==> src/rtl/pl_pkg.sv <==
// rtl/pl_pkg.sv - default widths, NOP bubble, IF/ID beat type and field extractors
package pl_pkg;

    localparam int PC_W   = 8;
    localparam int OPC_W  = 4;
    localparam int REG_W  = 2;
    localparam int EA_W   = 8;
    localparam int INST_W = OPC_W + 2 * REG_W + EA_W;

    localparam logic [INST_W-1:0] NOP = '0;

    typedef struct packed {
        logic [PC_W-1:0]   pc2;
        logic [INST_W-1:0] inst;
    } if_id_t;

    function automatic logic [OPC_W-1:0] get_opc(input logic [INST_W-1:0] inst);
        return inst[INST_W-1 -: OPC_W];
    endfunction

    function automatic logic [REG_W-1:0] get_ra(input logic [INST_W-1:0] inst);
        return inst[INST_W-OPC_W-1 -: REG_W];
    endfunction

    function automatic logic [REG_W-1:0] get_rb(input logic [INST_W-1:0] inst);
        return inst[INST_W-OPC_W-REG_W-1 -: REG_W];
    endfunction

    function automatic logic [EA_W-1:0] get_ea(input logic [INST_W-1:0] inst);
        return inst[EA_W-1:0];
    endfunction

endpackage

==> src/rtl/pl_skid_slot.sv <==
// rtl/pl_skid_slot.sv - one IF/ID beat register with valid, load, drop and clear
module pl_skid_slot
    import pl_pkg::*;
#(
    parameter int W = $bits(if_id_t)
) (
    input  logic         clk,
    input  logic         rst,
    input  logic         i_clear,
    input  logic         i_load,
    input  logic         i_drop,
    input  logic [W-1:0] i_d,
    output logic         o_valid,
    output logic [W-1:0] o_q
);

    logic         r_valid;
    logic [W-1:0] r_q;

    // reset/clear empty the slot and zero its data; load beats drop so a refill never bubbles
    always_ff @(posedge clk) begin
        if (rst || i_clear) begin
            r_valid <= 1'b0;
            r_q     <= '0;
        end else if (i_load) begin
            r_valid <= 1'b1;
            r_q     <= i_d;
        end else if (i_drop) begin
            r_valid <= 1'b0;
        end
    end

    assign o_valid = r_valid;
    assign o_q     = r_q;

endmodule

==> src/rtl/pipeline_if_id_reg.sv <==
// rtl/pipeline_if_id_reg.sv - IF->ID pipeline register with valid/ready, stall, flush; IF_ID_SKID_EN adds a skid slot
module pipeline_if_id_reg #(
    parameter int PC_W  = pl_pkg::PC_W,
    parameter int OPC_W = pl_pkg::OPC_W,
    parameter int REG_W = pl_pkg::REG_W,
    parameter int EA_W  = pl_pkg::EA_W
) (
    input  logic                                clk,
    input  logic                                rst,
    input  logic                                in_valid,
    output logic                                in_ready,
    input  logic [PC_W-1:0]                     PC2_in,
    input  logic [OPC_W+2*REG_W+EA_W-1:0]       inst_in,
    input  logic                                flush,
    output logic                                out_valid,
    input  logic                                out_ready,
    output logic [PC_W-1:0]                     PC2_out,
    output logic [OPC_W+2*REG_W+EA_W-1:0]       inst_out,
    output logic [OPC_W-1:0]                    opc,
    output logic [REG_W-1:0]                    ra,
    output logic [REG_W-1:0]                    rb,
    output logic [EA_W-1:0]                     ea
);

    localparam int INST_W = OPC_W + 2 * REG_W + EA_W;
    localparam int BEAT_W = PC_W + INST_W;

    logic              w_accept;
    logic              w_consume;
    logic              w_main_free;
    logic              w_main_valid;
    logic              w_main_load;
    logic [BEAT_W-1:0] w_main_d;
    logic [BEAT_W-1:0] w_main_q;
    logic [BEAT_W-1:0] w_new_beat;

    assign w_new_beat  = {PC2_in, inst_in};
    assign w_accept    = in_valid & in_ready;
    assign w_consume   = w_main_valid & out_ready;
    // main register can take a beat this edge: empty, or its occupant leaves now
    assign w_main_free = ~w_main_valid | out_ready;

`ifdef IF_ID_SKID_EN
    logic              w_skid_valid;
    logic              w_skid_load;
    logic              w_skid_drop;
    logic [BEAT_W-1:0] w_skid_q;

    // ready depends only on skid occupancy; flush always swallows the incoming beat
    assign in_ready    = ~rst & (flush | ~w_skid_valid);
    // skid content is older than any incoming beat, so it refills main first
    assign w_main_load = w_main_free & (w_skid_valid | w_accept);
    assign w_main_d    = w_skid_valid ? w_skid_q : w_new_beat;
    // new beat parks in skid while main is stalled, or replaces skid as it moves up
    assign w_skid_load = w_accept & (~w_main_free | w_skid_valid);
    assign w_skid_drop = w_main_free & w_skid_valid;

    pl_skid_slot #(.W(BEAT_W)) u_skid (
        .clk     (clk),
        .rst     (rst),
        .i_clear (flush),
        .i_load  (w_skid_load),
        .i_drop  (w_skid_drop),
        .i_d     (w_new_beat),
        .o_valid (w_skid_valid),
        .o_q     (w_skid_q)
    );
`else
    // without skid storage the stage can only accept when main frees up this edge
    assign in_ready    = ~rst & (flush | w_main_free);
    assign w_main_load = w_accept;
    assign w_main_d    = w_new_beat;
`endif

    pl_skid_slot #(.W(BEAT_W)) u_main (
        .clk     (clk),
        .rst     (rst),
        .i_clear (flush),
        .i_load  (w_main_load),
        .i_drop  (w_consume),
        .i_d     (w_main_d),
        .o_valid (w_main_valid),
        .o_q     (w_main_q)
    );

    assign out_valid = w_main_valid;
    assign PC2_out   = w_main_q[BEAT_W-1 -: PC_W];
    assign inst_out  = w_main_q[INST_W-1:0];
    assign opc       = inst_out[INST_W-1 -: OPC_W];
    assign ra        = inst_out[INST_W-OPC_W-1 -: REG_W];
    assign rb        = inst_out[INST_W-OPC_W-REG_W-1 -: REG_W];
    assign ea        = inst_out[EA_W-1:0];

endmodule
==> config.mk <==
export PLATFORM = sky130hd
export DESIGN_NAME = pipeline_if_id_reg
export DESIGN_NICKNAME = d
export VERILOG_FILES = /design/src/rtl/pl_pkg.sv /design/src/rtl/pl_skid_slot.sv /design/src/rtl/pipeline_if_id_reg.sv
export SDC_FILE = /design/constraint.sdc
export NUM_CORES = 1
export LEC_CHECK = 0
export CORE_UTILIZATION = 37
export CTS_CLUSTER_SIZE = 10
export DETAILED_ROUTE_END_ITERATION = 7
export PLACE_DENSITY = 0.8
export RECOVER_POWER = 100
export SLEW_MARGIN = 30
export SYNTH_ARGS = -nofsm -noshare
export SYNTH_HDL_FRONTEND = slang
export SYNTH_SLANG_ARGS = --single-unit
==> constraint.sdc <==
create_clock -name clk -period 2.45 [get_ports clk]
set_input_delay 0.735 -clock clk [delete_from_list [all_inputs] [get_ports clk]]
set_output_delay 0.735 -clock clk [all_outputs]
set_load 0.05 [all_outputs]
# Word level (Yosys, flattened, before mapping)
# Index checks and enable logic that the tools add are counted.
totals:
  regBits: 25
  input_bits: 29
classes:
  n_bitwise: 7
  mux: 2
  reduce_logical: 2
op_table:
  columns: ["op", "n"]
  rows:
  - ["$and 1x1->1", 3]
  - ["$mux 1", 2]
  - ["$not 1->1", 2]
  - ["$or 1x1->1", 2]
  - ["$reduce_bool 2->1", 1]
  - ["$logic_or 1x1->1", 1]

# Longest topological paths before layout
logic_depth:
  ltp_word: 6
  mapped_depth: 5
  mapped_depth_nobuf: 3

# Hierarchy
# From an unflattened synthesis, not the netlist that was laid out.
hier_totals:
  cells_unflattened: 103
  area_unflattened_um2: 1074.8
modules_own_cells:
  columns: ["mod", "area_per_inst_um2", "cells_per_inst", "seq_area_each_um2", "instances"]
  rows:
  - ["pl_skid_slot", 918.4, 83, 500.5, 1]
  - ["pipeline_if_id_reg", 156.4, 20, 0.0, 1]

# Worst setup path after synthesis
# Ideal clock, no wire load.
synth_timing:
  path_kind: "input-to-output"
  start: "in out_ready"
  end: "out in_ready"
  slack_ns: -0.275
  required_ns: 1.715
  arrival_time_ns: 1.990
  path_buffers: 2
  cell_stages: 4
  cell_sequence: "or3b_1 -> buf_2 -> clkbuf_1 -> nor2b_1"
synth_between:
  elab_chain_len: 3
synth_rtl:
  columns: ["element", "line", "text"]
  rows:
  - ["from (decl)", "pipeline_if_id_reg.sv:16", "input logic out_ready,"]
  - ["$or 1x1->1", "pipeline_if_id_reg.sv:41", "assign w_main_free = ~w_main_valid | out_ready;"]
  - ["$or 1x1->1", "pipeline_if_id_reg.sv:70", "assign in_ready = ~rst & (flush | w_main_free);"]
  - ["$and 1x1->1", "pipeline_if_id_reg.sv:70", null]
  - ["to (decl)", "pipeline_if_id_reg.sv:11", "output logic in_ready,"]
# Every way passes these cells.

# Worst setup path in the final report
layout_timing:
  start: "in flush"
  end: "out in_ready"
layout_between:
  elab_chain_len: 2
layout_rtl:
  columns: ["element", "line", "text"]
  rows:
  - ["from (decl)", "pipeline_if_id_reg.sv:14", "input logic flush,"]
  - ["$or 1x1->1", "pipeline_if_id_reg.sv:70", null]
  - ["$and 1x1->1", "pipeline_if_id_reg.sv:70", null]
# Every way passes these cells.

==> metrics.md <==
| Metric | Value |
|---|---|
| Outcome | finished, final reports clean |
| Sequential share of power | 53.9% |
| Antenna violations before repair | 0 |
| PD cells | 446 mW/mm^2 |
| Syn avg cell area | 8.81 um^2 |
| Routability congestion estimate | 0.759 |
| Synth Area in Simple Gates | 24.0% |
| Layout fillers | 300 |
| Clk root buf | clkbuf_4 |
| WL final | 3.23 mm |
| Final Cycle Share | 97.8% |
| Final instance area | 0.00176 mm^2 |
| Grt total ovfl | 0 |
| Vias in the first global route | 1088 |
| Io pins | 71 |
| Post-DP Area | 0.00182 mm^2 |
| Synthesis-to-finish area growth | 50.0% |
| Final #Nets | 213 |
| Arr. time, crit path | 1.66 ns |
| Cell count after synthesis | 133 |
| # DRC | 0 |
| DR vias | 1135 |
| First-pass GRT wire length | 5.04 mm |
| Port Buf Inserts | 70 |
| Iteration-0 DRC Markers | 20 |
| Seq cells post-synth | 25 |
| Area of the multi-input gates | 434 um^2 |
| Register area | 500 um^2 |
| Post-route ant nets | 0 |
| Post-CTS Hold Fix Bufs | 0 |
| Largest net degree at the start of global routing | 50 |
| Clock Skews | 0.000621 ns |
| FP Rows | 20 |
| Worst-path cell chain | dlygate4sd2_1, or3b_1, nor2b_4, buf_12 |
| Fin. Hold Viols | 0 |
| Relative slew slack | 40.5% |
| Combinational power share | 22.9% |
| Psw | 0.000233 W |
| Post-Synth XOR/XNOR Area | 0% |
| CP required | 1.71 ns |
| Die height | 58.3 um |
| Count of cell types in the netlist | 16 |
| Crit start category | primary input |
| H-Tree Depth | 1 |
| Mux share of post-synthesis cell area | 0% |
| Setup Crit Path Kind | in2out |
| Switching Fraction | 29.7% |
| Routing usage on met2 | 35.6% |
| Fin. max-slew vios | 0 |
| Setup Viol. Count Final | 0 |
| Fin util | 58.0% |
| Critical-path maximum fanout | 2 |
| Max-cap violations | 0 |
| Clock power frac | 23.2% |
| Die area | 0.00339 mm^2 |
| Total Power | 0.000783 W |
| Share of cells above drive strength 1 | 8.20% |
| FMAX | 417 MHz |
| Synth warn | 0 |
| Top cells by area, synth | dfxtp_1 43%, o21ai_2 15%, nand4_1 13% |
| Vias per Instance | 5.00 |
| CTS Buffer Depth | 2 |
| CTS buffer count | 3 |
| GRT Util Overall | 19.7% |
| Dpl hpwl | 2.35 mm |
| Final Critical Period | 2.40 ns |
| Unrepaired setup endpoints after global routing | false |
| First-pass DRT Iterations | 4 |
| Cell taking the most area after synthesis | dfxtp_1 |
| Drt wl/cell | 14.2 um |
| Met3 Resource Use GR | 4.69% |
| Hold crit path type | reg2reg |
| GRT busiest layer | met2 |
| Cell leakage power | 0.737 nW |
| CTS tree | yes |
| N_diodes | 0 |
| Adder-Cell Fraction of Synth Area | 0% |
| Compound-Gate Fraction of Synth Area | 17.3% |
| Pint | 0.000551 W |
| CP max stage delay | 0.39 ns |
| Core area | 0.00303 mm^2 |
| Top cell type's share of synthesized area | 42.7% |
| CP Capture Type | output port |
| Met1 Usage GRT | 22.2% |
| Syn nets | 162 |
| Starting Density | 38.7% |
| Die Width | 58.3 um |
| Main combinational cell family by area after synthesis | simple AND/OR/NAND/NOR gates |
| CTS Sinks | 25 |
| Clock-pin slew on the worst setup and hold paths | 0.13 ns |
| CP max stage cell | or3b_1 |
| Sequential element share of the synthesized area | 42.7% |
| Tightest Pin Transition | 0.892 ns |
| WHS | 0.473 ns |
| VDD IR max | 0.311 mV |
| Synthesized area | 0.00117 mm^2 |
| Worst-skew pair later-pin latency | 0.31 ns |
## cell usage after synthesis (all sizes together)
library cell / n
o21a: 1
nor2: 1
o21ai: 24
nand2: 24
and2: 1
buf: 22
and2b: 1
dfxtp: 25
nor2b: 2
or3b: 1
clkbuf: 7
nand4: 24
## logic make-up (layout without fill, tap and decap cells)
kind of cell,count (synthesis),after routing
simple gates,54,54
buf+inv,29,79
flops,25,25
compound gates,25,25
## sequential cells by signal, summed over array words and instances (netlist names)
signal	flops
u_main.o_q	24
u_main.o_valid	1
## layer usage
metal | up-vias | share of wire [%]
met5 | - | 0
met4 | 0 | 1.9
met3 | 6 | 5.5
met2 | 48 | 53
met1 | 531 | 39
li1 | 550 | -
## power by group through the flow
stage	Clock, W	Sequential (W)	Combinational, W
floorplan	0	0.000465	0.0000780
global placement	0	0.000431	0.000193
detailed placement	0	0.000432	0.000198
CTS	0.000185	0.000423	0.000197
global route	0.000205	0.000424	0.000188
finish	0.000182	0.000422	0.000179
## final timing paths
kind / startpoint / end / slack [ns] / depth (start not counted)
setup / recovery: flush / in_ready / 0.05 / 4
hold / removal: u_main.o_q[23] / u_main.o_q[23] / 0.47 / 2
setup reg to reg: u_main.o_valid / u_main.o_q[18] / 0.93 / 4
hold reg to reg: u_main.o_q[23] / u_main.o_q[23] / 0.47 / 2
## critical path: cells and delay by family
| kind | cells | cell delay (ns) |
|---|---|---|
| buf+inv | 2 | 0.39 |
| simple gates | 2 | 0.54 |
## cell usage in the layout, fill, tap and decap left out
cell,n
and2b_1,1
nor2_4,1
nor2b_4,1
and2_4,1
nor2b_2,1
nand4_1,24
o21ai_0,22
buf_4,3
dfxtp_1,25
clkdlybuf4s50_1,26
buf_12,1
clkbuf_1,1
clkinv_2,1
or3b_1,1
o21a_1,1
dlygate4sd2_1,2
clkbuf_4,3
nand2_1,24
clkbuf_2,1
o21ai_2,2
dlygate4sd3_1,41
## stage by stage
step,setup TNS (ns),setup slack [ns],cells
6_report,0,0.0543,227
5_1_grt,0,0.0252,227
2_1_floorplan,0,0.0827,133
3_3_place_gp,-0.0972,-0.0972,223
3_5_place_dp,-0.114,-0.114,223
4_1_cts,0,0.0494,227
## timing repair
item,CTS,global route
buffers inserted,0,0
setup endpoints to repair,1,0
resized for setup,2,0
## final cells by class
cell class                 count  share of cell area, %
clock buffer                   3                   1.28
clock inverter                 1                  0.285
multi-input combinational     79                   24.7
sequential                    25                   28.5
tap                           44                   3.13
timing repair buffer          75                   42.1
(Power assumes the default switching activity.)
